<file path="src/rtl/fp16_mul_arbiter.sv">
// Round-robin arbiter sharing one combinational FP16 multiplier between NUM_REQ
// requesters. Products are tagged with the requester id and queued in a result
// FIFO with a registered head. A sticky register accumulates the class flags of
// every accepted operation.
module fp16_mul_arbiter #(
  parameter int unsigned NUM_REQ = 4,
  parameter int unsigned DEPTH   = 4,
  parameter int unsigned ID_W    = 2,
  parameter int unsigned CNT_W   = 3
) (
  input  logic                    clk,
  input  logic                    rst,
  input  logic [NUM_REQ-1:0]      req_valid,
  output logic [NUM_REQ-1:0]      req_ready,
  input  logic [16*NUM_REQ-1:0]   req_a,
  input  logic [16*NUM_REQ-1:0]   req_b,
  output logic [15:0]             mul_a,
  output logic [15:0]             mul_b,
  input  logic [15:0]             mul_p,
  input  logic [5:0]              mul_flags,
  output logic                    rsp_valid,
  input  logic                    rsp_ready,
  output logic [15:0]             rsp_p,
  output logic [5:0]              rsp_flags,
  output logic [ID_W-1:0]         rsp_id,
  output logic [5:0]              sticky_flags,
  input  logic                    sticky_clr,
  output logic [CNT_W-1:0]        fifo_count
);

  localparam int unsigned PtrW = $clog2(DEPTH);
  localparam int unsigned EntW = 16 + 6 + ID_W;

  logic [ID_W-1:0]      rr_ptr_q, rr_ptr_d;
  logic [PtrW-1:0]      wr_ptr_q, wr_ptr_d;
  logic [PtrW-1:0]      rd_ptr_q, rd_ptr_d;
  logic [CNT_W-1:0]     count_q, count_d;
  logic [EntW-1:0]      head_q, head_d;
  logic [5:0]           sticky_q, sticky_d;
  logic [EntW-1:0]      mem_q [DEPTH];

  logic                 pop, push, space;
  logic                 any_grant;
  logic [ID_W-1:0]      grant_id;
  logic [ID_W-1:0]      grant_off;
  logic [ID_W:0]        grant_sum;
  logic [2*NUM_REQ-1:0] req_rot;
  logic [NUM_REQ-1:0]   grant;
  logic [EntW-1:0]      wdata;

  assign rsp_valid = (count_q != '0);
  assign pop       = rsp_valid & rsp_ready;
  // A pop frees a slot in the same cycle, so a full FIFO can still accept.
  assign space     = (count_q < CNT_W'(DEPTH)) | pop;
  assign push      = any_grant;
  assign wdata     = {mul_p, mul_flags, grant_id};

  // Round-robin search: rotate requests so rr_ptr sits at bit 0, take the first set bit.
  always_comb begin
    any_grant = 1'b0;
    grant_off = '0;
    grant_sum = '0;
    grant_id  = '0;
    grant     = '0;
    req_rot   = {req_valid, req_valid} >> rr_ptr_q;
    if (space && !rst) begin
      for (int k = 0; k < NUM_REQ; k++) begin
        if (!any_grant && req_rot[k]) begin
          any_grant = 1'b1;
          grant_off = ID_W'(k);
        end
      end
    end
    if (any_grant) begin
      grant_sum = {1'b0, rr_ptr_q} + {1'b0, grant_off};
      if (grant_sum >= (ID_W + 1)'(NUM_REQ)) begin
        grant_sum = grant_sum - (ID_W + 1)'(NUM_REQ);
      end
      grant_id = grant_sum[ID_W-1:0];
      grant    = NUM_REQ'(1) << grant_id;
    end
  end

  assign req_ready = grant;

  // Steer the granted requester's operands to the shared multiplier; zero when idle.
  always_comb begin
    mul_a = '0;
    mul_b = '0;
    for (int i = 0; i < NUM_REQ; i++) begin
      if (grant[i]) begin
        mul_a = req_a[16*i +: 16];
        mul_b = req_b[16*i +: 16];
      end
    end
  end

  // Next-state for pointers, occupancy, registered head and sticky flags.
  always_comb begin
    rr_ptr_d = rr_ptr_q;
    if (push) begin
      rr_ptr_d = (grant_id == ID_W'(NUM_REQ - 1)) ? '0 : grant_id + 1'b1;
    end
    wr_ptr_d = wr_ptr_q + PtrW'(push);
    rd_ptr_d = rd_ptr_q + PtrW'(pop);
    unique case ({push, pop})
      2'b10:   count_d = count_q + 1'b1;
      2'b01:   count_d = count_q - 1'b1;
      default: count_d = count_q;
    endcase
    head_d = head_q;
    if (count_d != '0) begin
      // When nothing older remains, the entry being pushed becomes the head directly.
      if ((count_q - CNT_W'(pop)) == '0) begin
        head_d = wdata;
      end else begin
        head_d = mem_q[rd_ptr_d];
      end
    end
    sticky_d = (sticky_clr ? 6'b0 : sticky_q) | (push ? mul_flags : 6'b0);
  end

  // Control state with asynchronous reset.
  always_ff @(posedge clk or posedge rst) begin
    if (rst) begin
      rr_ptr_q <= '0;
      wr_ptr_q <= '0;
      rd_ptr_q <= '0;
      count_q  <= '0;
      head_q   <= '0;
      sticky_q <= '0;
    end else begin
      rr_ptr_q <= rr_ptr_d;
      wr_ptr_q <= wr_ptr_d;
      rd_ptr_q <= rd_ptr_d;
      count_q  <= count_d;
      head_q   <= head_d;
      sticky_q <= sticky_d;
    end
  end

  // FIFO storage; contents are only meaningful under the pointers, so no reset.
  always_ff @(posedge clk) begin
    if (push) begin
      mem_q[wr_ptr_q] <= wdata;
    end
  end

  assign rsp_p        = head_q[EntW-1 -: 16];
  assign rsp_flags    = head_q[ID_W +: 6];
  assign rsp_id       = head_q[ID_W-1:0];
  assign sticky_flags = sticky_q;
  assign fifo_count   = count_q;

endmodule

</file>
<file path="config.mk">
export PLATFORM = sky130hd
export DESIGN_NAME = fp16_mul_arbiter
export DESIGN_NICKNAME = d
export VERILOG_FILES = /design/src/rtl/fp16_mul_arbiter.sv
export SDC_FILE = /design/constraint.sdc
export NUM_CORES = 1
export LEC_CHECK = 0
export BUFFER_PORTS_ARGS = -buffer_cell sky130_fd_sc_hd__buf_2
export CAP_MARGIN = 10
export CORE_ASPECT_RATIO = 1.25
export CORE_MARGIN = 3
export CORE_UTILIZATION = 50
export DETAILED_ROUTE_END_ITERATION = 8
export HOLD_SLACK_MARGIN = 0.12
export PLACE_DENSITY_LB_ADDON = 0.05
export SLEW_MARGIN = 20
export SYNTH_ARGS = -nofsm -noshare
export SYNTH_HDL_FRONTEND = slang
export SYNTH_SLANG_ARGS = --single-unit
</file>
<file path="constraint.sdc">
create_clock -name clk -period 4.55 [get_ports clk]
set_clock_uncertainty 0.05 [all_clocks]
set_input_delay 0.455 -clock clk [delete_from_list [all_inputs] [get_ports clk]]
set_output_delay 0.455 -clock clk [all_outputs]
set_load 0.02 [all_outputs]
</file>
==> flow_summary.toml <==
[timing]
min_period_ns = 4.16
fin_setup_tns_ns = 0
slew_headroom = 0.339
slew_viol_final = 0
fin_ws_ns = 0.395
hold_viol_final = 0
setup_violations = 0
rsz0062_at_grt = "false"
tightest_slew_ns = 0.992
fmaxAchievable_mhz = 241
min_period_over_period = 0.913

[layout]
drive_gt1_frac = 0.350
regArea_um2 = 3860
final_util = 0.649
fin_nets = 1034
multi_input_area_um2 = 2790
area.growth.synth_to_final_pct = 26.2
fill_cells = 1079
diodes = 0

[yosys]
synth-edff-count = 96
synth_top_area_cell = "edfxtp_1"
syn_area_um2 = 7130
yosys_warnings = 0
synth_flop_cell = "edfxtp_1"
ys_seq_area_frac = 0.541
ys_async_sr_fraction = 0.289
synth_area_per_cell_um2 = 10.8
ys_ff_latch = 135
synth_nets = 824
synth_cell_types = 42
synth_most_common_cell = "nand2_1"
synth_area_leaders = "edfxtp_1 (40%), dfrtp_1 (14%), mux4_2 (7.9%), nand2_1 (5.2%), o21ai_0 (4.6%)"
synth_common_cells = "nand2_1 (98), edfxtp_1 (96), inv_1 (76), o21ai_0 (66), o21ai_1 (62)"
yosys.area.top_type_share = 0.404
syn_inst = 660

[global_route]
grt_max_degree = 49
antenna_found_initial = 0
grt_usage = 0.243
grt_overflow = 0
grt_pass1_wl_um = 30200
grt_pass1_vias = 6231

[clock_tree]
htreeDepth = 4
cts_hold_buf = 0
clk_pin_slew_ns = 0.05
post_cts_buffers = 0
cts_resized = 0
clock_sinks = 135
numCtsBuffers = 17
cts-root-buf = "clkbuf_16"
cts_tree = "yes"
clockBufferDepth = 2
clkLatencyLatePin_ns = 0.41

[job]
drv_cap = 0

[die]
die_width_um = 113
rows = 48
die_area_um2 = 15700
coreArea_um2 = 13900
initial_core_util = 0.514
die_height_um = 140
num_io_pins = 228

[hold_path]
hp-class = "input port to asynchronous set/reset pin"

[critical_path]
crit_path_end_kind = "primary output"
worstSetupPathType = "flop to primary output"
slowest_delay_ns = 0.48
path_cells = "inv_2 > nor2_1 > a221oi_1 > a21oi_1 > o31a_1 > ha_1 > xnor2_2 > buf_4 > nand2_2 > o2111ai_4 > o21ai_1 > a22o_1 > buf_2"
required_ns = 4.05
cp.arrival_ns = 3.65
worst_path_max_delay_cell = "dfrtp_1"
critPathMaxFanout = 34
start_kind = "flop"

[route]
via_per_inst = 5.56
wirelength_um = 18600
wl_per_cell_um = 17.6
first_pass_iters = 5
drcViolationCount = 0
ant_nets = 0
drt_iter0_drc = 340
vias = 5879

[place]
dpl_worst_slack_ns = 0.779
gp_congestion = 0.870
numPortBuffers = 227
dp_hpwl_um = 13100

[power_and_ir_drop]
leakagePower_nw = 4.16
ir_worst_vdd_v = 0.000436
p_per_area_nw_per_um2 = 734

[run_status]
status = "complete, no violations"
[cells by family (layout without fill, tap and decap cells)]
kind of cell | count (synthesis) | after routing | share of synthesized area
and+or+nand+nor | 128 | 128 | 0.0731
DFF | 135 | 135 | 0.541
AOI/OAI and AO/OA | 207 | 207 | 0.177
adders and majority gates | 6 | 6 | 0.0116
muxes | 49 | 49 | 0.113
xor gates and xnor gates | 8 | 8 | 0.00982
buffers and inverters | 127 | 350 | 0.0751
[layout make-up]
cell class	instances	area share
timing repair buffer	239	0.136
clock inverter	9	0.0164
sequential	135	0.429
multi-input combinational	398	0.310
tap	175	0.0243
inverter	79	0.0329
clock buffer	23	0.0520
[worst paths after layout]
path                                   end  cells after the start           from  slack [ns]
setup / recovery                 mul_b[10]                     13    rr_ptr_q[0]        0.39
hold / removal                  head_q[10]                      2            rst        0.22
setup reg to reg                 head_q[6]                     11  fifo_count[2]        1.26
hold reg to reg                 head_q[21]                      2     head_q[21]        0.42
max in group asynchronous  sticky_flags[0]                      2            rst        3.64
min in group clk              mem_q[1][10]                      1       mul_p[2]        0.23
[stage by stage]
| stage | cells | power [W] | hold WS, ns | instance area (um2) |
|---|---|---|---|---|
| 2_1_floorplan | 660 | 0.00433 | 0.425 | 7130 |
| 3_3_place_gp | 1026 | 0.00514 | 0.407 | 8390 |
| 3_5_place_dp | 1026 | 0.00523 | 0.415 | 8390 |
| 4_1_cts | 1058 | 0.00667 | 0.216 | 9000 |
| 5_1_grt | 1058 | 0.00706 | 0.216 | 9000 |
| 6_report | 1058 | 0.00660 | 0.220 | 9000 |
[cells in the final DEF, fill, tap and decap left out, types with 4 or more instances in the layout]
cell type    n
a21oi_1      4
a22o_1      32
a31oi_1     33
buf_2      227
buf_4       12
bufinv_16    4
clkbuf_1     4
clkbuf_16   17
clkinv_2     4
dfrtp_1     39
edfxtp_1    96
ha_1         4
inv_1       75
mux2i_1     24
mux4_2      25
nand2_1     98
nor2_1      13
o21ai_0     66
o21ai_1     62
[power by group]
| part | total, W | switching, W | leakage, nW | internal (W) |
|---|---|---|---|---|
| clock | 0.00141 | 0.000465 | 0.301 | 0.000942 |
| combinational | 0.00337 | 0.00206 | 2.52 | 0.00130 |
| sequential | 0.00183 | 0.000162 | 1.34 | 0.00167 |
[worst max-delay path, delay by kind of cell, from the launching register on]
kind | cells | cell delay, ns
fa+ha+maj | 1 | 0.26
xor+xnor | 1 | 0.19
simple gates | 2 | 0.19
flops | 1 | 0.48
buf+inv | 3 | 0.57
compound gates | 6 | 1.54
[metal layers]
metal	global-route usage	vias to the layer above	wire length, um
met3	0.0570	30	1180
met2	0.445	262	10000
li1	-	2805	-
met5	0	-	0
met1	0.273	2782	6930
met4	0.0867	0	465
[flip-flops by register name, summed over array words and instances (netlist names)]
name / flops
fifo_count: 3
head_q: 24
mem_q: 96
rd_ptr_q: 2
rr_ptr_q: 2
sticky_flags: 6
wr_ptr_q: 2
(Power assumes the default switching activity.)
